[src/rtl/instr_encoder.sv]
// RV32I field-to-word encoder with a 2-entry output queue and sequential address tagging.
// Define INSTR_ENC_RANGE_CHECK_EN to flag immediates that do not fit their format.
module instr_encoder #(
    parameter logic [31:0] BASE_ADDR = 32'h0000_0000,
    parameter logic [31:0] ADDR_STEP = 32'd4,
    parameter int unsigned COUNT_W   = 16
) (
    input  logic               CLK,
    input  logic               reset,
    input  logic               clear,
    input  logic               in_valid,
    output logic               in_ready,
    input  logic [2:0]         in_fmt,
    input  logic [6:0]         in_opcode,
    input  logic [4:0]         in_rd,
    input  logic [4:0]         in_rs1,
    input  logic [4:0]         in_rs2,
    input  logic [2:0]         in_funct3,
    input  logic [6:0]         in_funct7,
    input  logic [31:0]        in_imm,
    output logic               out_valid,
    input  logic               out_ready,
    output logic [31:0]        out_instr,
    output logic [31:0]        out_addr,
    output logic               out_err,
    output logic [COUNT_W-1:0] count
);

    typedef enum logic [2:0] {
        FMT_R = 3'd0,
        FMT_I = 3'd1,
        FMT_S = 3'd2,
        FMT_B = 3'd3,
        FMT_U = 3'd4,
        FMT_J = 3'd5
    } fmt_e;

    logic [31:0]        r_q_instr [2];
    logic [31:0]        r_q_addr  [2];
    logic [1:0]         r_q_err;
    logic               r_wptr;
    logic               r_rptr;
    logic [1:0]         r_occ;
    logic [31:0]        r_addr;
    logic [COUNT_W-1:0] r_count;

    logic [31:0] w_instr;
    logic        w_err;
    logic        w_fmt_ok;
    logic        w_push;
    logic        w_pop;

`ifdef INSTR_ENC_RANGE_CHECK_EN
    logic signed [31:0] w_imm_s;
    logic               w_range_err;

    always_comb begin
        w_imm_s     = $signed(in_imm);
        w_range_err = 1'b0;
        case (in_fmt)
            FMT_I, FMT_S: w_range_err = (w_imm_s < -2048) || (w_imm_s > 2047);
            FMT_B:        w_range_err = in_imm[0] || (w_imm_s < -4096) || (w_imm_s > 4094);
            FMT_J:        w_range_err = in_imm[0] || (w_imm_s < -1048576) || (w_imm_s > 1048574);
            FMT_U:        w_range_err = (in_imm[11:0] != 12'd0);
            default:      w_range_err = 1'b0;
        endcase
    end
`endif

    always_comb begin
        w_instr  = '0;
        w_err    = 1'b0;
        w_fmt_ok = 1'b1;
        case (in_fmt)
            FMT_R: w_instr = {in_funct7, in_rs2, in_rs1, in_funct3, in_rd, in_opcode};
            FMT_I: w_instr = {in_imm[11:0], in_rs1, in_funct3, in_rd, in_opcode};
            FMT_S: w_instr = {in_imm[11:5], in_rs2, in_rs1, in_funct3, in_imm[4:0], in_opcode};
            FMT_B: w_instr = {in_imm[12], in_imm[10:5], in_rs2, in_rs1, in_funct3,
                              in_imm[4:1], in_imm[11], in_opcode};
            FMT_U: w_instr = {in_imm[31:12], in_rd, in_opcode};
            FMT_J: w_instr = {in_imm[20], in_imm[10:1], in_imm[11], in_imm[19:12],
                              in_rd, in_opcode};
            default: w_fmt_ok = 1'b0;
        endcase
        if (!w_fmt_ok || (in_opcode[1:0] != 2'b11)) begin
            w_instr = '0;
            w_err   = 1'b1;
        end
`ifdef INSTR_ENC_RANGE_CHECK_EN
        else if (w_range_err) begin
            w_err = 1'b1;
        end
`endif
    end

    // Readiness looks only at occupancy and the control inputs, never at out_ready.
    assign in_ready  = (r_occ != 2'd2) && !clear && reset;
    assign out_valid = (r_occ != 2'd0);
    assign w_push    = in_valid && in_ready;
    assign w_pop     = out_valid && out_ready;

    always_ff @(posedge CLK) begin
        if (!reset || clear) begin
            r_occ   <= '0;
            r_wptr  <= 1'b0;
            r_rptr  <= 1'b0;
            r_addr  <= BASE_ADDR;
            r_count <= '0;
        end else begin
            if (w_push) begin
                r_q_instr[r_wptr] <= w_instr;
                r_q_addr[r_wptr]  <= r_addr;
                r_q_err[r_wptr]   <= w_err;
                r_wptr            <= ~r_wptr;
                r_addr            <= r_addr + ADDR_STEP;
            end
            if (w_pop) begin
                r_rptr <= ~r_rptr;
                if (r_count != '1) begin
                    r_count <= r_count + COUNT_W'(1);
                end
            end
            r_occ <= r_occ + {1'b0, w_push} - {1'b0, w_pop};
        end
    end

    // Empty queue presents zeros so reset/clear leave the output fields at 0.
    assign out_instr = out_valid ? r_q_instr[r_rptr] : '0;
    assign out_addr  = out_valid ? r_q_addr[r_rptr]  : '0;
    assign out_err   = out_valid ? r_q_err[r_rptr]   : 1'b0;
    assign count     = r_count;

endmodule

[config.mk]
export PLATFORM = sky130hd
export DESIGN_NAME = instr_encoder
export DESIGN_NICKNAME = d
export VERILOG_FILES = /design/src/rtl/instr_encoder.sv
export SDC_FILE = /design/constraint.sdc
export NUM_CORES = 1
export LEC_CHECK = 0
export BUFFER_PORTS_ARGS = -buffer_cell sky130_fd_sc_hd__buf_2
export CAP_MARGIN = 20
export CORE_UTILIZATION = 50
export DETAILED_ROUTE_END_ITERATION = 10
export MAX_ROUTING_LAYER = met4
export PLACE_DENSITY = 0.77
export SLEW_MARGIN = 20
export SYNTH_ARGS = -nofsm -noshare
export SYNTH_HDL_FRONTEND = slang
export SYNTH_SLANG_ARGS = --single-unit
[constraint.sdc]
create_clock -name CLK -period 7.9 [get_ports CLK]
set_clock_uncertainty 0.05 [all_clocks]
set_input_delay 1.185 -clock CLK [delete_from_list [all_inputs] [get_ports CLK]]
set_output_delay 1.185 -clock CLK [all_outputs]
set_load 0.1 [all_outputs]
==> results.yml, run 1 <==
outcome:
  status: "finished clean"
sta:
  finalCritPeriodShare_pct: 45.91
  fmax_mhz: 275.7
  hold_viol: 0
  setup_viol: 0
  relSlewSlack_pct: 25.95
  fin_hold_ws_ns: 0.4396
  tightest_slew_ns: 1.111
  final.setup.tns_ns: 0
  layout_setup_ws_ns: 4.273
  grt_setup_unrepaired: "false"
  min_period_ns: 3.627
  drv_slew: 0
routing:
  first_pass_iters: 5
  avgRoutedWirePerCell_um: 16.18
  vias_per_cell: 5.488
  vias: 5444
  drc_errors: 0
  drt-total-wl_um: 16050
  drtIter0Drc: 378
  postRouteAntennaNets: 0
placed_design:
  dp_slack_ns: 4.347
  port_buffers: 152
  dpl.hpwl_um: 10630
  place_congestion: 0.8984
  dp_cells: 960
worst_setup_path:
  end_kind: "primary output"
  path_buf_inv: 1
  crit_path_start_kind: "flop"
  worstPathCellList: "mux2i_1, nor2_1, buf_2"
  required_ns: 6.66
  crit_slowest_cell: "dfxtp_4"
  path_class: "flop to primary output"
  crit_family: "flip-flops"
  crit_fanout: 62
  cpPeakStageDelay_ns: 1.06
  critPathArrivalTime_ns: 2.39
clocking:
  clock_latency_ns: 0.42
  post_cts_buffers: 0
  cts-root-buf: "clkbuf_16"
  clock-sinks: 177
  h-tree-depth: 4
  cts_buffers: 17
  cts_buffer_depth: 2
  cts_tree: "done"
  hold_buffers: 0
  cts_resized: 0
  clkTransAtPathRegs_ns: 0.06
yosys:
  ys_warn_count: 0
  synth.distinct_cells: 49
  ys_async_sr_fraction_pct: 0
  syn_area_sq_mm: 0.007710
  ys_seq_area_share_pct: 62.32
  synth_seq_cells: 177
  syn_inst: 649
  avgSynthCellArea_sq_um: 11.88
  ys.flop_type: "edfxtp_1"
  synth-edff-count: 126
die:
  die_h_um: 126.2
  die_area_sq_mm: 0.01592
  dieWidth_um: 126.2
  rows: 45
  start_util_pct: 50.90
  io_pins: 155
  core_area_sq_mm: 0.01515
power:
  p_per_area_mw_per_mm2: 218.7
  vdd_drop_max_mv: 0.1539
  leakagePower_uw: 0.003310
global_routing:
  grt_pass1_vias: 5268
  track_usage_pct: 21.34
  overflow: 0
  grt_pass1_wl_um: 25740
  antenna_found_initial: 0
  grt_max_degree: 65
cells_and_area:
  final_common_cell: "buf_2"
  syn_to_final_growth_pct: 19.47
  final_cell_mix: "152 x buf_2, 141 x nor2_1, 126 x edfxtp_1, 67 x mux2i_1, 50 x dfxtp_1"
  final_core_util_pct: 60.82
  drive_above_1_share_pct: 24.75
  n_antenna_cell: 0
  finish.net_count: 867
  final_cells: 992
flow_run:
  maxCapViolations: 0
min_path:
  hold_class: "flop to flop"
-- registers in the layout, indices dropped and copies added (netlist names), named ones only --
| name | cells |
|---|---|
| r_addr | 30 |
| r_rptr | 1 |
| r_q_addr | 60 |
| r_q_err | 2 |
| r_occ | 2 |
| count | 16 |
| r_q_instr | 64 |
| r_wptr | 1 |
-- cell usage after synthesis, drive strengths merged, types with 2 or more instances --
| cell | count | share of area, % |
|---|---|---|
| buf | 9 | 0.60 |
| nand4 | 15 | 1.4 |
| nor3 | 6 | 0.39 |
| o31ai | 3 | 0.29 |
| a211oi | 2 | 0.19 |
| mux2i | 67 | 8.7 |
| a22oi | 22 | 2.1 |
| nand3 | 18 | 1.2 |
| or3 | 2 | 0.16 |
| clkbuf | 25 | 1.2 |
| and2 | 9 | 0.73 |
| nor2b | 12 | 1.1 |
| a21oi | 21 | 1.4 |
| o21ai | 10 | 0.70 |
| mux2 | 2 | 0.29 |
| ha | 4 | 0.65 |
| edfxtp | 126 | 49 |
| and3 | 10 | 0.81 |
| and4 | 4 | 0.52 |
| nor4 | 3 | 0.44 |
| or4 | 3 | 0.29 |
| nand2 | 19 | 0.96 |
| nor2 | 144 | 7.0 |
| dfxtp | 51 | 13 |
| inv | 7 | 0.34 |
| o22a | 6 | 0.68 |
| o2111ai | 2 | 0.23 |
| xor2 | 29 | 3.3 |
| xnor2 | 7 | 0.80 |
-- path summary, 6_finish.rpt --
path	from	end	slack [ns]	depth (start not counted)
min	r_addr[31]	r_q_addr[1][31]	0.44	0
max reg2reg	r_occ[0]	r_q_instr[0][21]	5.38	5
min reg2reg	r_addr[31]	r_q_addr[1][31]	0.44	0
max	flop	out_addr[12]	4.27	3
-- logic make-up (layout without fill, tap and decap cells) --
| family | Yosys count | in the layout | synth area share [%] |
|---|---|---|---|
| and+or+nand+nor | 249 | 249 | 15.58 |
| DFF | 177 | 177 | 62.32 |
| AOI/OAI and AO/OA | 71 | 71 | 6.118 |
| muxes | 69 | 69 | 8.991 |
| buffers and inverters | 42 | 196 | 2.207 |
| xor gates and xnor gates | 36 | 36 | 4.090 |
| adders and majority gates | 4 | 4 | 0.6492 |
| other | 1 | 2 | 0.04864 |
-- per-layer routing --
layer | vias up | global-route usage, % | wire length [um]
met5 | - | - | 0
met4 | 0 | 8.363 | 252
met3 | 20 | 3.738 | 878
met2 | 200 | 36.40 | 7917
met1 | 2598 | 25.13 | 6998
li1 | 2626 | - | -
-- layout make-up --
class                      count  area, sq um
multi-input combinational    431         2770
timing repair buffer         156        790.8
fill                        1217         5934
clock inverter                13        143.9
inverter                       8        30.03
tap                          188        235.2
sequential                   177         4808
clock buffer                  19        432.9
-- metrics by stage --
stage               instance area (sq um)  total power [uW]
floorplan                            7714              1172
global placement                     8626              1215
detailed placement                   8626              1218
CTS                                  9203              2024
global route                         9211              2068
finish                               9211              2014
-- where the power goes --
part / internal, uW / total, uW / switching [uW] / leakage, uW
Clock: 491 / 815 / 324 / 0.000277
Sequential: 1000 / 1010 / 6.08 / 0.00142
Combinational: 44.5 / 191 / 146 / 0.00161
Total: 1540 / 2010 / 477 / 0.00331
Note: power is estimated with default switching activity, not from simulation.
==> run 2, diff against run 1 <==
clock period = 3.5 ns   (was 7.9 ns; I/O delays follow)
==> run 2 against run 1 <==
Cell area is 0.69% higher. Sequential power is 120% higher. Flip-flop and latch count stayed put. Non-clock buffer count is 4 higher. Total power is 130% higher. Die area stayed put. Worst hold slack worse by 0.070 ns. Clock power is 130% higher. Global-route usage is 0.29 points higher. Sequential share of layout area is 0.36 points lower. Largest power group unchanged.
==> results.yml, run 2 (same netlist as run 1, synthesis figures left out) <==
outcome:
  status: "finished clean"
placed_design:
  place_congestion: 0.8428
  dpl.hpwl_um: 11180
  dpl-instance-area_sq_mm: 0.008693
  port_buffers: 152
worst_setup_path:
  worstPathCellList: "buf_12, mux2i_1, nor2_1, buf_2"
  crit_slowest_cell: "dfxtp_4"
  cpPeakStageDelay_ns: 0.81
  required_ns: 2.92
  crit_path_start_kind: "flop"
  r2r_cells: 5
  crit_fanout: 40
  critPathArrivalTime_ns: 2.21
  r2r_setup_slack_ns: 1.14
  r2r_start: "r_occ[0]"
  crit_path_end: "out_instr[17]"
  path_class: "flop to primary output"
  end_kind: "primary output"
  r2r_end: "r_q_addr[0][7]"
routing:
  drtIter0Drc: 488
  drc_errors: 0
  vias_per_cell: 5.540
  avgRoutedWirePerCell_um: 16.46
  postRouteAntennaNets: 0
  first_pass_iters: 7
  vias: 5518
  drt-total-wl_um: 16390
cells_and_area:
  final_core_util_pct: 61.24
  final_common_cell: "buf_2"
  fillers: 1182
  multi_input_area_sq_mm: 0.002761
  finish.net_count: 871
  syn_to_final_growth_pct: 20.30
  largest_reg_flops: 64
  drive_above_1_share_pct: 25.62
  postLayoutCellArea_sq_mm: 0.009275
  n_antenna_cell: 0
  top_register: "r_q_instr"
  regArea_sq_mm: 0.004808
  final_cell_mix: "152 x buf_2, 141 x nor2_1, 126 x edfxtp_1, 67 x mux2i_1, 50 x dfxtp_1"
  largestRegisters: "r_q_instr x64, r_q_addr x60, r_addr x30"
sta:
  relSlewSlack_pct: 48.90
  hold_viol: 0
  grt_setup_unrepaired: "false"
  fmax_mhz: 359.6
  drv_slew: 0
  min_period_ns: 2.781
  finalCritPeriodShare_pct: 79.46
  setup_viol: 0
  final.setup.tns_ns: 0
  tightest_slew_ns: 0.7618
clocking:
  hold_buffers: 0
  cts_tree: "done"
  clock_latency_ns: 0.42
  cts-root-buf: "clkbuf_16"
  cts_buffers: 17
  h-tree-depth: 4
  clock-sinks: 177
  cts_buffer_depth: 2
  cts_resized: 0
  post_cts_buffers: 0
  clkTransAtPathRegs_ns: 0.06
global_routing:
  grt_max_degree: 56
  grt_pass1_wl_um: 25880
  antenna_found_initial: 0
  overflow: 0
  grt_pass1_vias: 5371
  track_usage_pct: 21.63
die:
  dieWidth_um: 126.2
  rows: 45
  core_area_sq_mm: 0.01515
  die_h_um: 126.2
  die_area_sq_mm: 0.01592
  io_pins: 155
  start_util_pct: 50.90
min_path:
  whs_path_depth: 2
  hold_class: "input pin to flop"
power:
  p_per_area_mw_per_mm2: 490.0
  vdd_drop_max_mv: 0.2713
  finalPower_uw: 4545
  leakagePower_uw: 0.003347
flow_run:
  maxCapViolations: 0
[run 2: cell count changes in the layout (fill, tap and decap cells not counted), moves of 2 or more]
cell      delta
clkinv_2     +2
clkinv_1     -3
clkbuf_8     +3
buf_12       +3
[run 2: worst min path at each step]
| stage | from | end | slack [ns] |
|---|---|---|---|
| 5_1_grt | in_opcode[2] | r_q_instr[0][2] | 0.36 |
| 3_5_place_dp | r_addr[31] | r_q_addr[0][31] | 0.43 |
| 3_3_place_gp | r_addr[31] | r_q_addr[0][31] | 0.41 |
| 2_1_floorplan | r_addr[31] | r_q_addr[0][31] | 0.39 |
| 6_report | in_opcode[2] | r_q_instr[0][2] | 0.37 |
| 4_1_cts | in_opcode[6] | r_q_instr[0][6] | 0.35 |
[run 2: per-stage QoR]
step           hold WS [ns]  worst slack, ns  cells
2_1_floorplan        0.3896           0.3105    650
3_3_place_gp         0.4109            1.018    964
3_5_place_dp         0.4299           0.8419    964
4_1_cts              0.3474           0.6940    996
5_1_grt              0.3563           0.6142    996
6_report             0.3691           0.7188    996
[run 2: critical path: cells and delay by family (launching register included)]
family                 cells  cell delay, ns
muxes                      1            0.10
and+or+nand+nor            1            0.13
DFF                        1            0.81
buffers and inverters      2            0.73
[run 2: area by class of cell]
class	instances	area share [%]
clock inverter	11	1.201
inverter	8	0.3238
sequential	177	51.84
clock buffer	21	5.072
timing repair buffer	160	9.254
multi-input combinational	431	29.77
tap	188	2.536
[run 2: per-layer routing]
| layer | track usage [%] | wire length [um] |
|---|---|---|
| met5 | - | 0 |
| met4 | 9.709 | 328 |
| met3 | 4.248 | 783 |
| met2 | 37.08 | 8217 |
| met1 | 24.51 | 7060 |
[run 2: power breakdown]
group	switching [uW]	internal, uW
sequential	12.6	2260
clock	737	1100
combinational	333	103
